<file path="src/rtl/seven_seg_pkg.sv">
// Shared glyph table, mode codes, FSM state and BCD sizing for the seven-segment bank.
// Glyphs are active-high with bit6=g down to bit0=a; polarity is applied at the output register.
package seven_seg_pkg;

  // Element [0] is the rightmost entry: glyphs for 0..9, A, b, C, d, E, F.
  localparam logic [15:0][6:0] SEG_GLYPH = {
    7'h71, 7'h79, 7'h5E, 7'h39, 7'h7C, 7'h77, 7'h6F, 7'h7F,
    7'h07, 7'h7D, 7'h6D, 7'h66, 7'h4F, 7'h5B, 7'h06, 7'h3F
  };
  localparam logic [6:0] SEG_DASH  = 7'h40;
  localparam logic [6:0] SEG_BLANK = 7'h00;

  localparam logic MODE_HEX = 1'b0;
  localparam logic MODE_DEC = 1'b1;

  typedef enum logic {IDLE, CONV} state_t;

  function automatic int bcd_digits(input int data_w);
    return (data_w * 301) / 1000 + 1;
  endfunction

endpackage

</file>
<file path="src/rtl/bin2bcd_seq.sv">
// Iterative double-dabble: one data bit per cycle, DATA_W cycles from start to done.
// done_o is high during the final CONV cycle, with bcd_o carrying the value that cycle produces.
module bin2bcd_seq
  import seven_seg_pkg::*;
#(
  parameter int DATA_W     = 27,
  parameter int BCD_DIGITS = bcd_digits(DATA_W)
) (
  input  logic                    clk_i,
  input  logic                    rst_i,
  input  logic                    start_i,
  input  logic [DATA_W-1:0]       data_i,
  output logic                    busy_o,
  output logic                    done_o,
  output logic [BCD_DIGITS*4-1:0] bcd_o
);

  localparam int BW = BCD_DIGITS * 4;
  localparam int CW = $clog2(DATA_W);

  state_t            state_q, state_d;
  logic [CW-1:0]     cnt_q;
  logic [DATA_W-1:0] sh_q;
  logic [BW-1:0]     bcd_q, bcd_adj, bcd_step;
  logic              last;

  assign last = (cnt_q == CW'(DATA_W - 1));

  always_ff @(posedge clk_i or posedge rst_i) begin
    if (rst_i) state_q <= IDLE;
    else       state_q <= state_d;
  end

  always_comb begin
    state_d = state_q;
    case (state_q)
      IDLE:    if (start_i) state_d = CONV;
      CONV:    if (last)    state_d = IDLE;
      default: state_d = IDLE;
    endcase
  end

  always_comb begin
    busy_o = (state_q == CONV);
    done_o = (state_q == CONV) && last;
  end

  always_comb begin
    bcd_adj = bcd_q;
    for (int i = 0; i < BCD_DIGITS; i++) begin
      if (bcd_q[4*i +: 4] >= 4'd5) bcd_adj[4*i +: 4] = bcd_q[4*i +: 4] + 4'd3;
    end
    bcd_step = {bcd_adj[BW-2:0], sh_q[DATA_W-1]};
  end

  assign bcd_o = bcd_step;

  always_ff @(posedge clk_i or posedge rst_i) begin
    if (rst_i) begin
      cnt_q <= '0;
      sh_q  <= '0;
      bcd_q <= '0;
    end else if (state_q == IDLE) begin
      if (start_i) begin
        cnt_q <= '0;
        sh_q  <= data_i;
        bcd_q <= '0;
      end
    end else begin
      cnt_q <= cnt_q + 1'b1;
      sh_q  <= sh_q << 1;
      bcd_q <= bcd_step;
    end
  end

endmodule

</file>
<file path="src/rtl/seven_seg_bank.sv">
// Binary value to NUM_DIGITS seven-segment digits (hex immediate, decimal via bin2bcd_seq).
// Registered output; writes arriving while busy are dropped and flagged on wr_drop.
module seven_seg_bank
  import seven_seg_pkg::*;
#(
  parameter int NUM_DIGITS = 8,
  parameter int DATA_W     = 27,
  parameter int BLINK_DIV  = 25000000,
  parameter int ACTIVE_LOW = 1
) (
  input  logic                    clk_clk,
  input  logic                    reset_reset,
  input  logic                    wr_en,
  input  logic [DATA_W-1:0]       wr_data,
  input  logic                    wr_mode,
  input  logic                    blank_lz,
  input  logic [NUM_DIGITS-1:0]   blink_mask,
  output logic                    busy,
  output logic                    overflow,
  output logic                    wr_drop,
  output logic [7*NUM_DIGITS-1:0] seg_out
);

  localparam int BCD_DIGITS = bcd_digits(DATA_W);
  localparam int DW         = 4 * NUM_DIGITS;
  localparam int BW         = 4 * BCD_DIGITS;
  localparam int SEG_W      = 7 * NUM_DIGITS;
  localparam int BLK_W      = $clog2(BLINK_DIV);
  localparam logic [SEG_W-1:0] SEG_OFF = (ACTIVE_LOW != 0) ? {SEG_W{1'b1}} : {SEG_W{1'b0}};

  logic              eng_start, eng_busy, eng_done, accept, ovf_res;
  logic [BW-1:0]     eng_bcd;
  logic [DW-1:0]     hex_dig, dec_dig;
  logic [DW-1:0]     dig_q, dig_d;
  logic              blank_all_q, blank_all_d, ovf_q, ovf_d, drop_q, blk_ph_q;
  logic [BLK_W-1:0]  blk_cnt_q;
  logic [SEG_W-1:0]  seg_q, seg_d;

  assign accept    = wr_en && !eng_busy;
  assign eng_start = accept && (wr_mode == MODE_DEC);

  bin2bcd_seq #(.DATA_W(DATA_W), .BCD_DIGITS(BCD_DIGITS)) u_bcd (
    .clk_i  (clk_clk),
    .rst_i  (reset_reset),
    .start_i(eng_start),
    .data_i (wr_data),
    .busy_o (eng_busy),
    .done_o (eng_done),
    .bcd_o  (eng_bcd)
  );

  generate
    if (DATA_W >= DW) begin : g_hex_trunc
      assign hex_dig = wr_data[DW-1:0];
    end else begin : g_hex_ext
      assign hex_dig = DW'(wr_data);
    end
    if (BW > DW) begin : g_ovf
      assign dec_dig = eng_bcd[DW-1:0];
      assign ovf_res = |eng_bcd[BW-1:DW];
    end else begin : g_no_ovf
      assign dec_dig = DW'(eng_bcd);
      assign ovf_res = 1'b0;
    end
  endgenerate

  always_comb begin
    dig_d       = dig_q;
    blank_all_d = blank_all_q;
    ovf_d       = ovf_q;
    if (accept && wr_mode == MODE_HEX) begin
      dig_d       = hex_dig;
      blank_all_d = 1'b0;
      ovf_d       = 1'b0;
    end else if (eng_done) begin
      dig_d       = dec_dig;
      blank_all_d = 1'b0;
      ovf_d       = ovf_res;
    end
  end

  // Scan from the top digit so nz_seen marks everything at or below the leading nonzero digit.
  always_comb begin : disp
    logic       nz_seen;
    logic [3:0] nib;
    logic [6:0] g;
    nz_seen = 1'b0;
    nib     = '0;
    g       = SEG_BLANK;
    seg_d   = '0;
    for (int i = NUM_DIGITS - 1; i >= 0; i--) begin
      nib     = dig_q[4*i +: 4];
      nz_seen = nz_seen || (nib != 4'd0);
      g       = SEG_GLYPH[nib];
      if (ovf_q)                              g = SEG_DASH;
      else if (blank_lz && !nz_seen && i != 0) g = SEG_BLANK;
      if (blank_all_q || (blk_ph_q && blink_mask[i])) g = SEG_BLANK;
      seg_d[7*i +: 7] = (ACTIVE_LOW != 0) ? ~g : g;
    end
  end

  always_ff @(posedge clk_clk or posedge reset_reset) begin
    if (reset_reset) begin
      dig_q       <= '0;
      blank_all_q <= 1'b1;
      ovf_q       <= 1'b0;
      drop_q      <= 1'b0;
      blk_cnt_q   <= '0;
      blk_ph_q    <= 1'b0;
      seg_q       <= SEG_OFF;
    end else begin
      dig_q       <= dig_d;
      blank_all_q <= blank_all_d;
      ovf_q       <= ovf_d;
      drop_q      <= wr_en && eng_busy;
      seg_q       <= seg_d;
      if (blk_cnt_q == BLK_W'(BLINK_DIV - 1)) begin
        blk_cnt_q <= '0;
        blk_ph_q  <= ~blk_ph_q;
      end else begin
        blk_cnt_q <= blk_cnt_q + 1'b1;
      end
    end
  end

  assign busy     = eng_busy;
  assign overflow = ovf_q;
  assign wr_drop  = drop_q;
  assign seg_out  = seg_q;

endmodule

</file>
<file path="config.mk">
export PLATFORM = sky130hd
export DESIGN_NAME = seven_seg_bank
export DESIGN_NICKNAME = d
export VERILOG_FILES = /design/src/rtl/seven_seg_pkg.sv /design/src/rtl/bin2bcd_seq.sv /design/src/rtl/seven_seg_bank.sv
export SDC_FILE = /design/constraint.sdc
export NUM_CORES = 1
export LEC_CHECK = 0
export ABC_AREA = 0
export CAP_MARGIN = 20
export CORE_MARGIN = 3
export CORE_UTILIZATION = 53
export CTS_CLUSTER_DIAMETER = 200
export DETAILED_ROUTE_END_ITERATION = 7
export GPL_ROUTABILITY_DRIVEN = 1
export GPL_TIMING_DRIVEN = 0
export PLACE_DENSITY = 0.78
export SLEW_MARGIN = 20
export SYNTH_ARGS = -nofsm -noshare
export SYNTH_HDL_FRONTEND = slang
export SYNTH_HIERARCHICAL = 1
export SYNTH_SLANG_ARGS = --single-unit
</file>
<file path="constraint.sdc">
create_clock -name clk_clk -period 3.1 [get_ports clk_clk]
set_input_delay 0.31 -clock clk_clk [delete_from_list [all_inputs] [get_ports clk_clk]]
set_output_delay 0.31 -clock clk_clk [all_outputs]
set_load 0.01 [all_outputs]
</file>
==> metrics.md, run 1 <==
| Metric | Value |
|---|---|
| Clock share of power | `16.7%` |
| Clock root buffer master | `clkbuf_16` |
| GR Overflow Total | `0` |
| Share of the synthesized area in the top cell type | `29.8%` |
| Relative slew slack | `37.1%` |
| Latest clock arrival within the worst-skew pair | `0.44 ns` |
| Number of clock buffers inserted by TritonCTS | `17` |
| Number of buffers added on ports | `98` |
| # H-tree levels | `4` |
| Total of max-cap violations | `0` |
| Cell variety after synth | `63` |
| Placed instance count | `1500` |
| DRT Pass-1 Iters | `5` |
| Worst-path cell chain | `inv_2, clkbuf_1, nor2_1, clkbuf_1, buf_1, mux2i_1, o21ai_0` |
| Commonest non-fill, non-tap cell in the layout | `dfrtp_1` |
| Reg2reg end | `dig_q[0]` |
| Share of the yosys chip area belonging to registers | `43.6%` |
| Depth of the worst register-to-register path | `7` |
| Area enclosed by the die boundary | `about 0.022 sq mm` |
| Sink count of the clock tree | `approximately 190` |
| Placed wire-length estimate | `roughly 20000 microns` |
| Fmax | `352 MHz` |
| Synthesized netlist cell count | `1132` |
| Path class of the lowest-slack min-delay path | `primary input to asynchronous set/reset pin` |
| Endpoint class of the critical path | `register` |
| Area inside the core boundary | `around 0.020 sq mm` |
| Gpl congestion | `a little over 0.9` |
| Effective utilization at floorplan | `54.7%` |
| Resized cells post-CTS | `0` |
| Worst voltage drop across the vdd grid | `0.494 mV` |
| Total track usage | `25.1%` |
| First-pass GRT wire length | `44800 microns` |
| Stage delay of the slowest cell on the critical path | `0.62 ns` |
| Launching element type of the critical path | `register` |
| Layout Cell Area excl Fill | `0.0129 sq mm` |
| CTS tree | `done` |
| Total number of vias | `around 9100` |
| Final hold violation count | `0` |
| Origin of the critical flop-to-flop path | `u_bcd/busy_o` |
| Most frequent cells in the layout | `dfrtp_1 (129), nand2_1 (120), clkdlybuf4s50_1 (98), o21ai_0 (63), mux2i_1 (62)` |
| Cell Rows | `51` |
| Data arrival, critical path | `3.14 ns` |
| Number of setup buffers added after CTS | `0` |
| Netlist area before placement | `0.0108 sq mm` |
| CP Data Required Time | `between 3 and 4 ns` |
| Main flop type after synthesis | `dfrtp_1` |
| Internal power summed over all cells | `approximately 8 mW` |
| P_leak | `5.26 nW` |
| Total power per unit cell area | `1050 mW/mm^2` |
| Post-detailed-route count of antenna-violating nets | `0` |
| Sequential fraction of design power | `32.5%` |
| Psw | `~5.5 mW` |
| Vertical die dimension | `149 microns` |
| Fraction of power spent switching nets | `around two fifths` |
| Worst-case register-to-register setup slack | `0.26 ns` |
| Clock Tree Buf Depth | `2` |
| WHS | `0.301 ns` |
| Initial antenna violation count | `0` |
| Post-Place Cell Area | `0.0123 sq mm` |
| Hold bufs inserted after CTS | `0` |
| Part of the total power dissipated in combinational logic | `50.8%` |
| Synth Register Bits | `between 150 and 200` |
| Most frequent cell on the critical path | `clkbuf_1` |
| WL per Instance | `roughly 18 microns` |
| Setup slack at placement | `0.289 ns` |
| Share of the cycle needed by the critical path after routing | `91.6%` |
| Setup TNS | `0 ns` |
| Vias per cell | `5.95` |
| Final setup slack of the worst path | `0.259 ns` |
| Max-slew violations | `0` |
| Clk slew on worst S/H paths | `approximately 0.07 ns` |
| Antenna diode count | `0` |
| Ranking of synthesized cells by area | `dfrtp_1 (30%), dfstp_2 (14%), ha_1 (7.0%)` |
| Synth async-reset ratio | `100%` |
| Slowest CP cell | `clkbuf_1` |
| Fraction of final layout cells with drive strength greater than 1 | `12.1%` |
| Total number of yosys warnings | `6` |
| Per-instance average area after synthesis | `roughly 9.6 sq um` |
| Minimum period implied by the final worst setup slack | `~2.8 ns` |
| Post-Route WL | `27200 microns` |
| Count of final setup violators | `0` |
| Synth Net Count | `1233` |
| Die width | `149 microns` |
| DRC violation count after routing | `0` |
| Relative area change from synthesis to final layout | `19.0%` |
| Post-Route Skew | `0.0118 ns` |
| Critical setup path kind | `register to register` |
| Post-synth EDFFs | `0` |
| CP Max Fanout | `10` |
| Biggest area consumer among synthesized cells | `dfrtp_1` |
| Total Nets Final | `1355` |
| Outcome | `finished clean` |
| Unrepaired setup endpoints after global routing | `no` |
| Number of non-filler instances in the completed layout | `1532` |
| Initial DRC count | `slightly above 700` |
| Tightest Pin Transition | `0.944 ns` |
| I/O pin count | `just under 100` |
| Pin count of the biggest net entering global routing | `44` |
| Vias in the first global route | `between 8000 and 9000` |
## state kept, by name, indices dropped and copies added, names as in the netlist, 5 cells and up
register     count
u_bcd/cnt_q      5
u_bcd/bcd_q     36
u_bcd/sh_q      27
blk_cnt_q       25
seg_out         56
dig_q           32
## routing by layer
| metal | vias to the layer above | part of all wire, % | global-route usage (%) |
|---|---|---|---|
| met4 | 0 | 2.1 | 7.73 |
| li1 | 4316 | - | - |
| met5 | - | 0 | 0 |
| met3 | 52 | 5.9 | 4.65 |
| met1 | 4445 | 44 | 34.8 |
| met2 | 300 | 47 | 40.2 |
## worst max-delay path: cells and delay by family (launching register included)
| kind | cells | cell delay, ns |
|---|---|---|
| flip-flops | 1 | 0.52 |
| AND/OR/NAND/NOR | 1 | 0.21 |
| AO/OA/AOI/OAI | 1 | 0.10 |
| buffers and inverters | 4 | 1.60 |
| multiplexers | 1 | 0.27 |
## cells in the mapped netlist (all sizes together), types with 12 or more instances
master / instances
clkbuf: 41
nor3: 20
o21ai: 102
a21oi: 37
nor2b: 29
o211ai: 30
nor3b: 12
nand3: 38
ha: 61
buf: 34
dfstp: 57
nand2: 120
a21o: 19
nor2: 45
xnor2: 18
dfrtp: 129
nor4: 14
nand2b: 34
a211oi: 15
mux2i: 62
and3: 13
o31ai: 12
o311ai: 20
inv: 53
## metrics by stage
stage	total power [mW]	util, %
6_report	13.5	65.1
3_3_place_gp	10.9	61.4
3_5_place_dp	11.1	62.0
4_1_cts	13.4	65.1
2_1_floorplan	8.87	-
5_1_grt	14.5	65.1
## power groups by stage
stage	combinational [mW]	clock [mW]	sequential [mW]
after CTS	6.78	2.29	4.36
after floorplan	4.45	0	4.42
after global placement	6.54	0	4.36
after detailed placement	6.73	0	4.40
after global routing	7.58	2.40	4.49
final	6.85	2.25	4.37
## cell families after synthesis
| family | Yosys count | share of synthesized area, % |
|---|---|---|
| XOR/XNOR | 27 | 2.18 |
| AND/OR/NAND/NOR | 370 | 17.7 |
| adder cells (fa/ha/maj) | 61 | 7.05 |
| multiplexers | 70 | 6.56 |
| AO/OA/AOI/OAI | 290 | 17.9 |
| buffers and inverters | 128 | 4.97 |
| flip-flops | 186 | 43.6 |
## cell type report
cell class / count / area, sq um
fill: 1581 / 6900
multi-input combinational: 818 / 5570
sequential: 186 / 4730
timing repair buffer: 103 / 1100
clock buffer: 24 / 503
buffer: 75 / 340
tap: 265 / 332
inverter: 53 / 205
clock inverter: 8 / 109
## worst max path at each step
| stage | startpoint | end | slack [ns] | cells past startpoint |
|---|---|---|---|---|
| after global routing | u_bcd/busy_o | dig_q[25] | 0.06 | 7 |
| after global placement | reset_reset | u_bcd/sh_q[18] | -0.32 | 2 |
| final | u_bcd/busy_o | dig_q[0] | 0.26 | 7 |
| after detailed placement | u_bcd/busy_o | dig_q[6] | 0.29 | 7 |
| after floorplan | u_bcd/busy_o | dig_q[22] | 1.01 | 7 |
| after CTS | u_bcd/busy_o | dig_q[10] | 0.25 | 7 |
Note: power is estimated with default switching activity, not from simulation.
==> run 2, diff against run 1 <==
--- a/config.mk
+++ b/config.mk
@@ -8,12 +8,13 @@
 export ABC_AREA = 0
 export CAP_MARGIN = 20
 export CORE_MARGIN = 3
-export CORE_UTILIZATION = 53
+export CORE_UTILIZATION = 58
 export CTS_CLUSTER_DIAMETER = 200
 export DETAILED_ROUTE_END_ITERATION = 7
+export DONT_BUFFER_PORTS = 1
 export GPL_ROUTABILITY_DRIVEN = 1
 export GPL_TIMING_DRIVEN = 0
-export PLACE_DENSITY = 0.78
+export PLACE_DENSITY = 0.77
 export SLEW_MARGIN = 20
 export SYNTH_ARGS = -nofsm -noshare
 export SYNTH_HDL_FRONTEND = slang
==> metrics.md, run 2 (same netlist as run 1, synthesis figures left out) <==
| Metric | Value |
|---|---|
| Internal power summed over all cells | `7.40 mW (-7.2%)` |
| Sink count of the clock tree | `186 (unchanged)` |
| Worst voltage drop across the vdd grid | `0.492 mV (-0.56%)` |
| Initial DRC count | `808 (+13%)` |
| Clock root buffer master | `clkbuf_16` |
| Flip-flop count of the largest register, all copies and words added | `56 (unchanged)` |
| Antenna diode count | `0 (unchanged)` |
| Max-slew violations | `0 (unchanged)` |
| I/O pin count | `99 (unchanged)` |
| Number of clock buffers inserted by TritonCTS | `17 (unchanged)` |
| Placed wire-length estimate | `19300 microns (-3.1%)` |
| Sequential fraction of design power | `36.0% (+3.5 points)` |
| Area inside the core boundary | `0.0181 sq mm (-8.3%)` |
| Cell Rows | `49 (-3.9%)` |
| Fillers | `1389 (-12%)` |
| Pin count of the biggest net entering global routing | `42 (-4.5%)` |
| Data arrival, critical path | `3.25 ns (+0.11 ns)` |
| Minimum period implied by the final worst setup slack | `2.96 ns (+0.118 ns)` |
| CP Max Fanout | `10 (unchanged)` |
| Critical setup path kind | `register to register` |
| Endpoint class of the critical path | `register` |
| Latest clock arrival within the worst-skew pair | `0.43 ns (about the same)` |
| Path class of the lowest-slack min-delay path | `primary input to register` |
| Fraction of power spent switching nets | `42.4% (+1.6 points)` |
| Relative slew slack | `41.2% (+4.2 points)` |
| GR Overflow Total | `0 (unchanged)` |
| Share of the cycle needed by the critical path after routing | `95.4% (+3.8 points)` |
| Psw | `5.44 mW (-1.1%)` |
| Setup TNS | `0 ns (unchanged)` |
| Total Nets Final | `1274 (-6.0%)` |
| CP Data Required Time | `3.39 ns (about the same)` |
| Initial antenna violation count | `0 (unchanged)` |
| Clk slew on worst S/H paths | `0.06 ns (about the same)` |
| Number of buffers added on ports | `0 (-100%)` |
| Final hold violation count | `0 (unchanged)` |
| DRC violation count after routing | `0 (unchanged)` |
| Clock share of power | `17.8% (+1.1 points)` |
| Outcome | `finished clean` |
| Fraction of final layout cells with drive strength greater than 1 | `12.9% (+0.84 points)` |
| Most frequent cells in the layout | `dfrtp_1 (129), nand2_1 (120), o21ai_0 (63), mux2i_1 (62), ha_1 (61)` |
| Vertical die dimension | `143 microns (-4.2%)` |
| Launching element type of the critical path | `register` |
| Final setup slack of the worst path | `0.142 ns (-0.118 ns)` |
| CTS tree | `done` |
| Vias in the first global route | `8093 (-7.4%)` |
| Part of the total power dissipated in combinational logic | `46.3% (-4.5 points)` |
| # H-tree levels | `4 (unchanged)` |
| Relative area change from synthesis to final layout | `11.0%` |
| P_leak | `4.96 nW (-5.7%)` |
| DRT Pass-1 Iters | `6 (+1)` |
| Area enclosed by the die boundary | `0.0203 sq mm (-8.3%)` |
| Fmax | `338 MHz (-4.0%)` |
| Number of setup buffers added after CTS | `0 (unchanged)` |
| Post-detailed-route count of antenna-violating nets | `0 (unchanged)` |
| Unrepaired setup endpoints after global routing | `no` |
| WL per Instance | `19.3 microns (+9.0%)` |
| Post-Route Skew | `0.00980 ns (-0.00202 ns)` |
| Count of final setup violators | `0 (unchanged)` |
| Commonest non-fill, non-tap cell in the layout | `dfrtp_1` |
| Total of max-cap violations | `0 (unchanged)` |
| Vias per cell | `6.22 (+4.5%)` |
| Tightest Pin Transition | `0.876 ns (-0.0677 ns)` |
| Clock Tree Buf Depth | `2 (unchanged)` |
| Total track usage | `26.8% (+1.7 points)` |
| First-pass GRT wire length | `43200 microns (-3.6%)` |
| Post-Route WL | `27400 microns (+0.58%)` |
| Die width | `143 microns (-4.2%)` |
| Total number of vias | `8790 (-3.5%)` |
| Total power per unit cell area | `1070 mW/mm^2 (+2.1%)` |
| Effective utilization at floorplan | `59.7% (+4.9 points)` |
| Gpl congestion | `0.908 (-1.9%)` |
| WHS | `0.00984 ns (-0.291 ns)` |
| Setup slack at placement | `0.158 ns (-0.130 ns)` |
-- run 2: area by class of cell --
cell class              count  area, sq um  share of cell area [%]
flip-flops and latches    186         4730                    39.3
clock buffers              23          478                    3.98
multi-input cells         818         5570                    46.3
well taps                 229          287                    2.38
inverters                  53          205                    1.71
clock inverters             8          134                    1.11
plain buffers              75          340                    2.83
repair buffers             22          283                    2.35
-- run 2: final timing paths --
kind | startpoint | to | slack [ns] | cells after the start
hold reg to reg | blk_cnt_q[0] | blk_cnt_q[0] | 0.49 | 1
setup / recovery | u_bcd/busy_o | dig_q[3] | 0.14 | 7
max in group asynchronous | reset_reset | seg_out[16] | 1.69 | 5
hold / removal | wr_data[9] | dig_q[9] | 0.01 | 2
min in group asynchronous | reset_reset | u_bcd/sh_q[26] | 0.44 | 2
setup reg to reg | u_bcd/busy_o | dig_q[3] | 0.14 | 7
-- run 2: power by group through the flow --
| stage | registers [mW] | logic (mW) | clock network, mW |
|---|---|---|---|
| final | 4.62 | 5.94 | 2.28 |
| after CTS | 4.61 | 5.82 | 2.31 |
| after detailed placement | 4.65 | 5.76 | 0 |
| after global routing | 4.74 | 6.61 | 2.41 |
| after floorplan | 4.42 | 4.45 | 0 |
| after global placement | 4.61 | 5.58 | 0 |
-- run 2: critical path, cell delays in order, from the launching register on --
cell and delay, ns:
dfrtp_1 0.59, inv_2 0.08, clkbuf_1 0.28, nor2_1 0.21, clkbuf_1 0.62, buf_1 0.66
mux2i_1 0.27, o21ai_0 0.10
-- run 2: metrics by stage --
step	util [%]	area (sq um)	instances	total power [mW]
after floorplan	-	10800	1132	8.87
after global placement	61.3	11100	1361	10.2
after detailed placement	62.0	11200	1367	10.4
after CTS	66.2	12000	1414	12.7
after global routing	66.2	12000	1414	13.8
final	66.2	12000	1414	12.8
-- run 2: per-layer routing --
layer  global-route usage (%)  part of all wire [%]  vias up  wire length, microns
met5                        0                     0        -                     0
met2                     41.6                    47      298                 12800
met3                     5.69                   6.3       39                  1710
met4                     8.10                   2.0        0                   548
li1                         -                     -     4146                     -
met1                     38.1                    45     4307                 12300
-- run 2: repair_timing --
action,4_1_cts,5_1_grt
hold buffers,16,0
resized for setup,0,1
hold endpoints to repair,58,0
setup endpoints to repair,0,2
==> run 3, diff against run 2 <==
--- a/config.mk
+++ b/config.mk
@@ -7,14 +7,14 @@
 export LEC_CHECK = 0
 export ABC_AREA = 0
 export CAP_MARGIN = 20
-export CORE_MARGIN = 3
+export CORE_MARGIN = 2
 export CORE_UTILIZATION = 58
 export CTS_CLUSTER_DIAMETER = 200
 export DETAILED_ROUTE_END_ITERATION = 7
 export DONT_BUFFER_PORTS = 1
 export GPL_ROUTABILITY_DRIVEN = 1
 export GPL_TIMING_DRIVEN = 0
-export PLACE_DENSITY = 0.77
+export PLACE_DENSITY = 0.75
 export SLEW_MARGIN = 20
 export SYNTH_ARGS = -nofsm -noshare
 export SYNTH_HDL_FRONTEND = slang
==> constraint.sdc (replaced) <==
create_clock -name clk_clk -period 3.75 [get_ports clk_clk]
set_input_delay 0.375 -clock clk_clk [delete_from_list [all_inputs] [get_ports clk_clk]]
set_output_delay 0.375 -clock clk_clk [all_outputs]
set_load 0.01 [all_outputs]
==> metrics.md, run 3 (same netlist as run 1, synthesis figures left out) <==
| Metric | Value |
|---|---|
| Cell depth of the worst hold path | `2 (unchanged)` |
| Vias in the first global route | `8203 (+1.4%)` |
| CTS tree | `done` |
| Unrepaired setup endpoints after global routing | `no` |
| Path class of the lowest-slack min-delay path | `primary input to register` |
| Final hold violation count | `0 (unchanged)` |
| Clk slew on worst S/H paths | `0.08 ns (+0.02 ns)` |
| Endpoint class of the critical path | `register` |
| Initial DRC count | `841 (+4.1%)` |
| Placed instance count | `1364 (-0.22%)` |
| Cell Rows | `49 (unchanged)` |
| Commonest non-fill, non-tap cell in the layout | `dfrtp_1` |
| Max-slew violations | `0 (unchanged)` |
| WL per Instance | `19.4 microns (+0.46%)` |
| Sink count of the clock tree | `186 (unchanged)` |
| Initial antenna violation count | `0 (unchanged)` |
| Worst-path cell chain | `inv_2, clkbuf_1, nor2_1, clkbuf_1, buf_1, mux2i_1, o21ai_0` |
| Worst voltage drop across the vdd grid | `0.391 mV (-20%)` |
| Reg2reg end | `dig_q[14]` |
| Stage delay of the slowest cell on the critical path | `0.62 ns (-0.04 ns)` |
| Total track usage | `27.6% (+0.82 points)` |
| Vias per cell | `6.21 (-0.14%)` |
| Placed wire-length estimate | `19600 microns (+1.4%)` |
| Setup slack at placement | `0.829 ns (+0.670 ns)` |
| Relative slew slack | `40.5% (-0.68 points)` |
| Total number of vias | `8672 (-1.3%)` |
| P_leak | `4.85 nW (-2.2%)` |
| Total Nets Final | `1256 (-1.4%)` |
| Resized cells post-CTS | `0 (unchanged)` |
| Clock root buffer master | `clkbuf_16` |
| GR Overflow Total | `0 (unchanged)` |
| Clock Tree Buf Depth | `2 (unchanged)` |
| Relative area change from synthesis to final layout | `8.67%` |
| Post-Route Skew | `0.0133 ns (+0.00354 ns)` |
| # H-tree levels | `4 (unchanged)` |
| DRT Pass-1 Iters | `5 (-1)` |
| Area inside the core boundary | `0.0181 sq mm (unchanged)` |
| First-pass GRT wire length | `43300 microns (+0.19%)` |
| Effective utilization at floorplan | `59.7% (unchanged)` |
| Final setup slack of the worst path | `0.687 ns (+0.545 ns)` |
| Latest clock arrival within the worst-skew pair | `0.45 ns (+0.02 ns)` |
| Origin of the critical flop-to-flop path | `u_bcd/busy_o` |
| Total area of multi-input combinational cells | `0.00557 sq mm (unchanged)` |
| Most frequent cells in the layout | `dfrtp_1 (129), nand2_1 (120), o21ai_0 (63), mux2i_1 (62), ha_1 (61)` |
| Vertical die dimension | `141 microns (-1.4%)` |
| Depth of the worst register-to-register path | `7 (unchanged)` |
| Gpl congestion | `0.891 (-1.9%)` |
| Share of the cycle needed by the critical path after routing | `81.7% (-14 points)` |
| Post-Route WL | `27100 microns (-0.75%)` |
| Flip-flop count of the largest register, all copies and words added | `56 (unchanged)` |
| Reg area | `0.00473 sq mm (unchanged)` |
| Number of non-filler instances in the completed layout | `1397 (-1.2%)` |
| Count of final setup violators | `0 (unchanged)` |
| I/O pin count | `99 (unchanged)` |
| Pin count of the biggest net entering global routing | `68 (+62%)` |
| DRC violation count after routing | `0 (unchanged)` |
| Area enclosed by the die boundary | `0.0198 sq mm (-2.8%)` |
| Number of clock buffers inserted by TritonCTS | `17 (unchanged)` |
| Minimum period implied by the final worst setup slack | `3.06 ns (+0.105 ns)` |
| Die width | `141 microns (-1.4%)` |
| Total power per unit cell area | `890 mW/mm^2 (-17%)` |
| Tightest Pin Transition | `0.887 ns (+0.0101 ns)` |
| Launching element type of the critical path | `register` |
| Post-detailed-route count of antenna-violating nets | `0 (unchanged)` |
| Fillers | `1466 (+5.5%)` |
| Slowest CP cell | `clkbuf_1` |
| Hold EP | `dig_q[22]` |
| Total of max-cap violations | `0 (unchanged)` |
| Hold Crit Start | `wr_data[22]` |
| Number of buffers added on ports | `0 (unchanged)` |
| CP Data Required Time | `4.06 ns (+0.67 ns)` |
| Fraction of final layout cells with drive strength greater than 1 | `13.1% (+0.19 points)` |
| Data arrival, critical path | `3.37 ns (+0.12 ns)` |
| Most frequent cell on the critical path | `clkbuf_1` |
| Worst-case register-to-register setup slack | `0.69 ns (+0.55 ns)` |
| Antenna diode count | `0 (unchanged)` |
| Outcome | `finished clean` |
| Fmax | `326 MHz (-3.4%)` |
| CP Max Fanout | `10 (unchanged)` |
| Critical setup path kind | `register to register` |
run 3: changes by cell type in the layout (fill, tap and decap cells not counted), sizes merged:
cell,previous run,this run
inv,54,63
clkbuf,65,58
bufinv,3,0
clkinv,3,4
buf,39,37
dlygate4sd3,16,1
run 3: critical path, delay by kind of cell (launching register included):
family	cells	cell delay [ns]
buffers and inverters	4	1.61
flip-flops	1	0.54
AO/OA/AOI/OAI	1	0.38
AND/OR/NAND/NOR	1	0.23
multiplexers	1	0.16
run 3: cell type report:
cell class | instances | area share [%]
clock inverters | 15 | 1.27
well taps | 229 | 2.44
repair buffers | 4 | 0.553
multi-input cells | 818 | 47.3
flip-flops and latches | 186 | 40.2
inverters | 53 | 1.75
clock buffers | 17 | 3.62
plain buffers | 75 | 2.88
run 3: layer usage:
metal  routed length (microns)  global-route usage [%]  vias to the layer above
li1                          -                       -                     4115
met1                     12200                    38.2                     4241
met2                     12800                    43.8                      270
met3                      1500                    5.60                       46
met4                       607                    9.53                        0
met5                         0                       0                        -
run 3: through the flow:
stage | total power, mW | TNS (ns) | hold slack, ns | instance area, sq um | utilization, %
2_1_floorplan | 7.33 | 0 | 0.452 | 10800 | -
3_3_place_gp | 8.46 | -47.60 | 0.467 | 11100 | 61.2
3_5_place_dp | 8.61 | 0 | 0.274 | 11200 | 61.6
4_1_cts | 10.4 | 0 | 0.0353 | 11800 | 64.8
5_1_grt | 11.2 | 0 | 0.0428 | 11800 | 64.8
6_report | 10.5 | 0 | 0.0443 | 11800 | 64.8
run 3: how the worst max path moves through the flow:
| stage | slack [ns] | end | depth (start not counted) | from |
|---|---|---|---|---|
| after floorplan | 0.37 | blk_cnt_q[0] | 1 | reset_reset |
| after global placement | -0.80 | dig_q[16] | 1 | reset_reset |
| after detailed placement | 0.83 | dig_q[14] | 7 | u_bcd/busy_o |
| after CTS | 0.78 | dig_q[14] | 7 | u_bcd/busy_o |
| after global routing | 0.57 | dig_q[14] | 7 | u_bcd/busy_o |
| final | 0.69 | dig_q[14] | 7 | u_bcd/busy_o |
run 3: repair_timing:
item                      CTS  global route
setup buffers               0             0
hold buffers                1             0
hold endpoints to repair   40             0
run 3: where the power goes:
part           internal (mW)  switching [mW]  total (mW)  leakage (nW)
combinational           1.93            2.94        4.87          2.31
sequential              3.06           0.772        3.83          2.26
clock                  0.890           0.885        1.77         0.283
